## src/rtl/crtc_modeset_pkg.sv

```systemverilog
// Shared CRTC register map, field layout and built-in video mode table.
package crtc_modeset_pkg;

    // CRTC register byte offsets
    localparam logic [31:0] CRTC_REG_CONTROL = 32'h00;
    localparam logic [31:0] CRTC_REG_HACTIVE = 32'h04;
    localparam logic [31:0] CRTC_REG_HFW     = 32'h08;
    localparam logic [31:0] CRTC_REG_HSW     = 32'h0C;
    localparam logic [31:0] CRTC_REG_HBW     = 32'h10;
    localparam logic [31:0] CRTC_REG_VACTIVE = 32'h14;
    localparam logic [31:0] CRTC_REG_VFW     = 32'h18;
    localparam logic [31:0] CRTC_REG_VSW     = 32'h1C;
    localparam logic [31:0] CRTC_REG_VBW     = 32'h20;

    // Timing value field position and CONTROL bit positions
    localparam int unsigned CRTC_FIELD_LSB   = 0;
    localparam int unsigned CRTC_CTRL_ENABLE = 0;
    localparam int unsigned CRTC_CTRL_HSPN   = 1;
    localparam int unsigned CRTC_CTRL_VSPN   = 2;

    localparam logic [3:0] CRTC_LAST_INDEX = 4'd9;
    localparam logic [1:0] AXI_RESP_OKAY   = 2'b00;

    typedef struct packed {
        logic [11:0] h_active;
        logic [11:0] h_fw;
        logic [11:0] h_sw;
        logic [11:0] h_bw;
        logic        h_pn;
        logic [11:0] v_active;
        logic [11:0] v_fw;
        logic [11:0] v_sw;
        logic [11:0] v_bw;
        logic        v_pn;
    } mode_t;

    localparam mode_t CRTC_MODE_0 = '{h_active: 12'd1920, h_fw: 12'd88, h_sw: 12'd44,
                                      h_bw: 12'd148, h_pn: 1'b0, v_active: 12'd1080,
                                      v_fw: 12'd4, v_sw: 12'd5, v_bw: 12'd36, v_pn: 1'b0};
    localparam mode_t CRTC_MODE_1 = '{h_active: 12'd1680, h_fw: 12'd104, h_sw: 12'd176,
                                      h_bw: 12'd280, h_pn: 1'b1, v_active: 12'd1050,
                                      v_fw: 12'd3, v_sw: 12'd6, v_bw: 12'd30, v_pn: 1'b0};
    localparam mode_t CRTC_MODE_2 = '{h_active: 12'd1280, h_fw: 12'd110, h_sw: 12'd40,
                                      h_bw: 12'd220, h_pn: 1'b0, v_active: 12'd720,
                                      v_fw: 12'd5, v_sw: 12'd5, v_bw: 12'd20, v_pn: 1'b0};
    localparam mode_t CRTC_MODE_3 = '{h_active: 12'd640, h_fw: 12'd16, h_sw: 12'd96,
                                      h_bw: 12'd48, h_pn: 1'b1, v_active: 12'd480,
                                      v_fw: 12'd10, v_sw: 12'd2, v_bw: 12'd33, v_pn: 1'b1};

    function automatic mode_t crtc_mode_lookup(input logic [1:0] mode);
        case (mode)
            2'd0:    return CRTC_MODE_0;
            2'd1:    return CRTC_MODE_1;
            2'd2:    return CRTC_MODE_2;
            default: return CRTC_MODE_3;
        endcase
    endfunction

    // Zero-extended 12-bit timing value placed at its field position
    function automatic logic [31:0] crtc_field(input logic [11:0] value);
        return 32'(value) << CRTC_FIELD_LSB;
    endfunction

    function automatic logic [31:0] crtc_control(input logic enable, input logic hspn,
                                                 input logic vspn);
        logic [31:0] ctrl;
        ctrl                   = '0;
        ctrl[CRTC_CTRL_ENABLE] = enable;
        ctrl[CRTC_CTRL_HSPN]   = hspn;
        ctrl[CRTC_CTRL_VSPN]   = vspn;
        return ctrl;
    endfunction

endpackage

```

## src/rtl/crtc_mode_rom.sv

```systemverilog
// Combinational table: (mode, write index) -> register offset and write data.
module crtc_mode_rom
    import crtc_modeset_pkg::*;
(
    input  logic [1:0]  mode_i,
    input  logic [3:0]  index_i,
    output logic [31:0] offset_o,
    output logic [31:0] data_o
);

    mode_t mode;
    assign mode = crtc_mode_lookup(mode_i);

    // Disable, vertical timings, horizontal timings, re-enable
    always_comb begin
        offset_o = '0;
        data_o   = '0;
        case (index_i)
            4'd0: begin
                offset_o = CRTC_REG_CONTROL;
                data_o   = crtc_control(1'b0, mode.h_pn, mode.v_pn);
            end
            4'd1: begin offset_o = CRTC_REG_VACTIVE; data_o = crtc_field(mode.v_active); end
            4'd2: begin offset_o = CRTC_REG_VFW;     data_o = crtc_field(mode.v_fw);     end
            4'd3: begin offset_o = CRTC_REG_VSW;     data_o = crtc_field(mode.v_sw);     end
            4'd4: begin offset_o = CRTC_REG_VBW;     data_o = crtc_field(mode.v_bw);     end
            4'd5: begin offset_o = CRTC_REG_HACTIVE; data_o = crtc_field(mode.h_active); end
            4'd6: begin offset_o = CRTC_REG_HFW;     data_o = crtc_field(mode.h_fw);     end
            4'd7: begin offset_o = CRTC_REG_HSW;     data_o = crtc_field(mode.h_sw);     end
            4'd8: begin offset_o = CRTC_REG_HBW;     data_o = crtc_field(mode.h_bw);     end
            4'd9: begin
                offset_o = CRTC_REG_CONTROL;
                data_o   = crtc_control(1'b1, mode.h_pn, mode.v_pn);
            end
            default: begin
                offset_o = '0;
                data_o   = '0;
            end
        endcase
    end

endmodule

```

## src/rtl/crtc_modeset.sv

```systemverilog
// Mode-set sequencer: AXI-Lite write-only master issuing the ten-write CRTC sequence.
module crtc_modeset
    import crtc_modeset_pkg::*;
#(
    parameter logic [31:0] BASE_ADDR = 32'h0
) (
    input  logic        clk_i,
    input  logic        rst_i,
    input  logic        start_i,
    input  logic [1:0]  mode_i,
    output logic        busy_o,
    output logic        done_o,
    output logic        error_o,
    output logic        cfg_awvalid_o,
    output logic [31:0] cfg_awaddr_o,
    input  logic        cfg_awready_i,
    output logic        cfg_wvalid_o,
    output logic [31:0] cfg_wdata_o,
    output logic [3:0]  cfg_wstrb_o,
    input  logic        cfg_wready_i,
    input  logic        cfg_bvalid_i,
    input  logic [1:0]  cfg_bresp_i,
    output logic        cfg_bready_o
);

    typedef enum logic [1:0] {StIdle, StWr, StResp, StDone} state_e;

    state_e      state_q;
    logic [1:0]  mode_q;
    logic [3:0]  idx_q;
    logic        aw_done_q, w_done_q;
    logic        awvalid_q, wvalid_q, bready_q;
    logic [31:0] awaddr_q, wdata_q;
    logic        busy_q, done_q, error_q;

    logic [1:0]  rom_mode;
    logic [3:0]  rom_idx;
    logic [31:0] rom_offset, rom_data;
    logic        aw_hs, w_hs;

    // ROM looks up the write about to be issued, so address/data load on entry to WR
    always_comb begin
        rom_mode = mode_q;
        rom_idx  = idx_q + 4'd1;
        if (state_q == StIdle) begin
            rom_mode = mode_i;
            rom_idx  = 4'd0;
        end
    end

    crtc_mode_rom u_rom (
        .mode_i   (rom_mode),
        .index_i  (rom_idx),
        .offset_o (rom_offset),
        .data_o   (rom_data)
    );

    assign aw_hs = awvalid_q & cfg_awready_i;
    assign w_hs  = wvalid_q & cfg_wready_i;

    // Sequencer FSM with all outputs registered
    always_ff @(posedge clk_i) begin
        if (rst_i) begin
            state_q   <= StIdle;
            mode_q    <= 2'd0;
            idx_q     <= 4'd0;
            aw_done_q <= 1'b0;
            w_done_q  <= 1'b0;
            awvalid_q <= 1'b0;
            wvalid_q  <= 1'b0;
            bready_q  <= 1'b0;
            awaddr_q  <= '0;
            wdata_q   <= '0;
            busy_q    <= 1'b0;
            done_q    <= 1'b0;
            error_q   <= 1'b0;
        end else begin
            done_q <= 1'b0;
            unique case (state_q)
                StIdle: begin
                    if (start_i) begin
                        mode_q    <= mode_i;
                        error_q   <= 1'b0;
                        idx_q     <= 4'd0;
                        busy_q    <= 1'b1;
                        aw_done_q <= 1'b0;
                        w_done_q  <= 1'b0;
                        awvalid_q <= 1'b1;
                        wvalid_q  <= 1'b1;
                        awaddr_q  <= BASE_ADDR + rom_offset;
                        wdata_q   <= rom_data;
                        state_q   <= StWr;
                    end
                end
                StWr: begin
                    if (aw_hs) begin
                        awvalid_q <= 1'b0;
                        aw_done_q <= 1'b1;
                    end
                    if (w_hs) begin
                        wvalid_q <= 1'b0;
                        w_done_q <= 1'b1;
                    end
                    if ((aw_done_q || aw_hs) && (w_done_q || w_hs)) begin
                        bready_q <= 1'b1;
                        state_q  <= StResp;
                    end
                end
                StResp: begin
                    if (cfg_bvalid_i) begin
                        bready_q <= 1'b0;
                        if (cfg_bresp_i != AXI_RESP_OKAY) begin
                            // Abort: the CRTC may be left disabled
                            error_q <= 1'b1;
                            done_q  <= 1'b1;
                            state_q <= StDone;
                        end else if (idx_q == CRTC_LAST_INDEX) begin
                            done_q  <= 1'b1;
                            state_q <= StDone;
                        end else begin
                            idx_q     <= idx_q + 4'd1;
                            aw_done_q <= 1'b0;
                            w_done_q  <= 1'b0;
                            awvalid_q <= 1'b1;
                            wvalid_q  <= 1'b1;
                            awaddr_q  <= BASE_ADDR + rom_offset;
                            wdata_q   <= rom_data;
                            state_q   <= StWr;
                        end
                    end
                end
                StDone: begin
                    busy_q  <= 1'b0;
                    state_q <= StIdle;
                end
                default: state_q <= StIdle;
            endcase
        end
    end

    assign busy_o        = busy_q;
    assign done_o        = done_q;
    assign error_o       = error_q;
    assign cfg_awvalid_o = awvalid_q;
    assign cfg_awaddr_o  = awaddr_q;
    assign cfg_wvalid_o  = wvalid_q;
    assign cfg_wdata_o   = wdata_q;
    assign cfg_wstrb_o   = 4'hF;
    assign cfg_bready_o  = bready_q;

endmodule
```

## config.mk

```make
export PLATFORM = sky130hd
export DESIGN_NAME = crtc_modeset
export DESIGN_NICKNAME = d
export VERILOG_FILES = /design/src/rtl/crtc_modeset_pkg.sv /design/src/rtl/crtc_mode_rom.sv /design/src/rtl/crtc_modeset.sv
export SDC_FILE = /design/constraint.sdc
export NUM_CORES = 1
export LEC_CHECK = 0
export CAP_MARGIN = 20
export CORE_MARGIN = 2
export CORE_UTILIZATION = 25
export DETAILED_ROUTE_END_ITERATION = 10
export GPL_TIMING_DRIVEN = 0
export PLACE_DENSITY = 0.54
export SLEW_MARGIN = 20
export SYNTH_ARGS = -nofsm -noshare
export SYNTH_HDL_FRONTEND = slang
export SYNTH_HIERARCHICAL = 1
export SYNTH_SLANG_ARGS = --single-unit
export TNS_END_PERCENT = 1
```

## constraint.sdc

```tcl
create_clock -name clk_i -period 2.9 [get_ports clk_i]
set_clock_uncertainty 0.1 [all_clocks]
set_input_delay 0.29 -clock clk_i [delete_from_list [all_inputs] [get_ports clk_i]]
set_output_delay 0.29 -clock clk_i [all_outputs]
set_load 0.1 [all_outputs]
```

==> impl_metrics.py, run 1 <==
metrics = {
    "timing": {
        "relSlewSlack_pct": 32.8,
        "fmax_mhz": 364,
        "finalCritPeriodShare_pct": 94.6,
        "slew_violations": 0,
        "tightestPinTransition_ns": 1.01,
        "hold_violations": 0,
        "setup_viol": 0,
        "fin_crit_ns": 2.74,
    },
    "setup_path": {
        "critPathTopFamily": "simple AND/OR/NAND/NOR gates",
        "crit_type": "reg2reg",
        "cp.required_ns": 3.07,
        "crit_arrival_ns": 2.92,
        "cp-start-kind": "flop",
        "cpMaxStageDelayCell": "or4bb_1",
        "max_stage_delay_ns": 0.50,
        "crit_chain": "buf_2, nor2_4, mux2_2, inv_1, ha_2, or4bb_1, o22ai_1, a211o_1, nand3_1, a21oi_1",
        "cp_num_buf_inv": 2,
        "cp_max_fo": 10,
        "endpoint_kind": "flop",
    },
    "synth": {
        "synthXorXnorAreaFrac_pct": 1.01,
        "synthMuxAreaShare_pct": 0.521,
        "synth-adder-area-share_pct": 2.89,
        "synth_ff_type": "dfxtp_1",
        "synth_area_um2": 4320,
        "synth_cells": 530,
        "yosys_register_bits": 80,
        "synth_seq_area_share_pct": 37.0,
        "synth-compound-area-share_pct": 23.8,
        "yosysWarnings": 6,
        "synth-async-reset-ratio_pct": 0,
        "synth-edff-count": 0,
        "netlist-cell-type-count": 57,
        "syn_area_per_cell_um2": 8.16,
        "synthSimpleGateAreaFrac_pct": 18.5,
        "synth_top_family_by_area": "compound AO/OA/AOI/OAI gates",
    },
    "routing": {
        "first_iter_violations": 156,
        "vias": 3952,
        "ant_nets": 0,
        "drt_drc_violations_left": 0,
        "vias_per_cell": 4.38,
        "firstDrtPassIters": 4,
        "wire_per_inst_um": 13.1,
        "routed_wl_um": 11900,
    },
    "final_layout": {
        "final_core_util_pct": 34.5,
        "area_growth_pct": 36.6,
        "final_nets": 693,
        "layout-drive-gt1-share_pct": 17.3,
        "final_common_cell": "dfxtp_1",
        "fin_area_um2": 5910,
        "n_antenna_cell": 0,
        "fillCellCount": 1861,
        "mostFrequentLayoutCells": "dfxtp_1, a21oi_1, clkdlybuf4s50_1, buf_4",
    },
    "place": {
        "place_hpwl_um": 8560,
        "portBuffers": 78,
        "gp_congestion": 0.816,
        "placed_cell_area_um2": 5580,
    },
    "floorplanning": {
        "dieArea_um2": 18400,
        "die_x_um": 135,
        "start_util_pct": 25.3,
        "ios": 84,
        "rows": 48,
        "fp.dieH_um": 135,
        "core_um2": 17100,
    },
    "run_status": {
        "status": "finished clean",
    },
    "clock_tree": {
        "clkLatencyLatePin_ns": 0.34,
        "path_clk_slew_ns": 0.06,
        "cts_max_path_buffers": 2,
        "clock_sinks": 80,
        "numCtsBuffers": 9,
        "cts_tree": "yes",
        "root_buffer": "clkbuf_16",
        "cts_max_level": 3,
    },
    "global_route": {
        "grt_start_max_net_pins": 14,
        "grt_pass1_vias": 3734,
        "grt_overflow": 0,
        "antenna_found_initial": 0,
        "grt_first_pass_wirelength_um": 19700,
        "grt.total_usage_pct": 13.4,
    },
    "pwr": {
        "power.total_mw": 3.22,
        "peakVddDrop_mv": 0.297,
        "pwr_density_cell_nw_per_um2": 546,
        "p_leak_nw": 2.34,
    },
    "min_path": {
        "min_path_type": "reg2reg",
    },
    "flow_run": {
        "cap_violations": 0,
    },
}
==> sequential cells by signal (all words and copies together) (netlist names) <==
register,cells
aw_done_q,1
busy_o,1
cfg_awaddr_o,32
cfg_awvalid_o,1
cfg_bready_o,1
cfg_wdata_o,32
cfg_wvalid_o,1
done_o,1
error_o,1
idx_q,4
mode_q,2
state_q,2
w_done_q,1
==> power breakdown <==
part	internal [mW]	leakage (nW)	total [mW]	switching [mW]
sequential	1.15	0.654	1.18	0.0291
combinational	0.245	1.54	0.880	0.635
clock	0.689	0.145	1.16	0.469
==> what timing repair did <==
action                                 4_1_cts  5_1_grt
hold buffers                                 0        0
setup endpoints to repair                    1        1
endpoints found under the hold margin        0        0
buffers inserted                             0        3
pin swaps                                    0        1
gates resized for setup                      1        1
==> logic make-up (layout without fill, tap and decap cells) <==
family                     after synthesis  count (layout)
AOI/OAI and AO/OA                      183             183
xor gates and xnor gates                 5               5
adders and majority gates               10              10
buffers and inverters                  108             205
DFF                                     80              80
muxes                                    2               2
other                                    2              53
and+or+nand+nor                        140             140
==> worst register-to-register path: cells and delay by family, from the launching register on <==
kind / cells / cell delay, ns
DFF: 1 / 0.32
and+or+nand+nor: 3 / 0.77
adders and majority gates: 1 / 0.34
muxes: 1 / 0.42
buffers and inverters: 2 / 0.34
AOI/OAI and AO/OA: 3 / 0.39
==> stage by stage <==
step | hold WS, ns | std cells | setup WS, ns | setup TNS [ns]
2_1_floorplan | 0.286 | 581 | 0.285 | 0
3_3_place_gp | 0.346 | 884 | -0.0333 | -0.0333
3_5_place_dp | 0.353 | 884 | -0.0368 | -0.0368
4_1_cts | 0.362 | 900 | 0.0606 | 0
5_1_grt | 0.372 | 903 | -0.00634 | -0.00634
6_report | 0.356 | 903 | 0.155 | 0
==> routing by layer <==
metal | vias up | GRT usage [%] | wire length [µm]
li1 | 2063 | - | -
met1 | 1780 | 18.3 | 5870
met2 | 100 | 21.3 | 5200
met3 | 9 | 3.85 | 699
met4 | 0 | 2.78 | 82
met5 | - | 0 | 0
==> worst paths after layout <==
check	start	end	slack [ns]	cells after the start
worst max-delay path	state_q[0]	cfg_wdata_o[4]	0.16	10
worst min-delay path	mode_q[1]	mode_q[1]	0.36	2
worst max register to register	state_q[0]	cfg_wdata_o[4]	0.16	10
worst min register to register	mode_q[1]	mode_q[1]	0.36	2
==> cell usage after synthesis, drive strengths merged (3+ instances only) <==
cell type	number	area [µm²]
a211oi	4	30.0
a21oi	78	390
a311oi	3	26.3
buf	81	594
clkbuf	18	68.8
dfxtp	80	1600
ha	10	125
inv	9	33.8
nand2	19	71.3
nand2b	5	31.3
nand3	71	405
nor2	16	62.6
nor2b	8	50.1
nor3	6	30.0
nor4b	3	32.5
o21ai	71	355
o22ai	3	18.8
o31ai	3	22.5
xor2	3	26.3
==> final cells by class <==
type | count | area (µm²) | share of cell area (%)
Buffer | 99 | 663 | 11.2
Clock buffer | 11 | 243 | 4.11
Clock inverter | 5 | 56.3 | 0.953
Inverter | 9 | 33.8 | 0.572
Multi-Input combinational cell | 393 | 2220 | 37.6
Sequential cell | 80 | 1600 | 27.1
Tap cell | 225 | 282 | 4.77
Timing Repair Buffer | 81 | 803 | 13.6
No activity file was read; power rests on OpenSTA's default activity.
==> run 2, diff against run 1 <==
- CAP_MARGIN: 20 -> unset
==> results of run 2 <==
The final DEF is identical to that of run 1; final timing and power are the same.
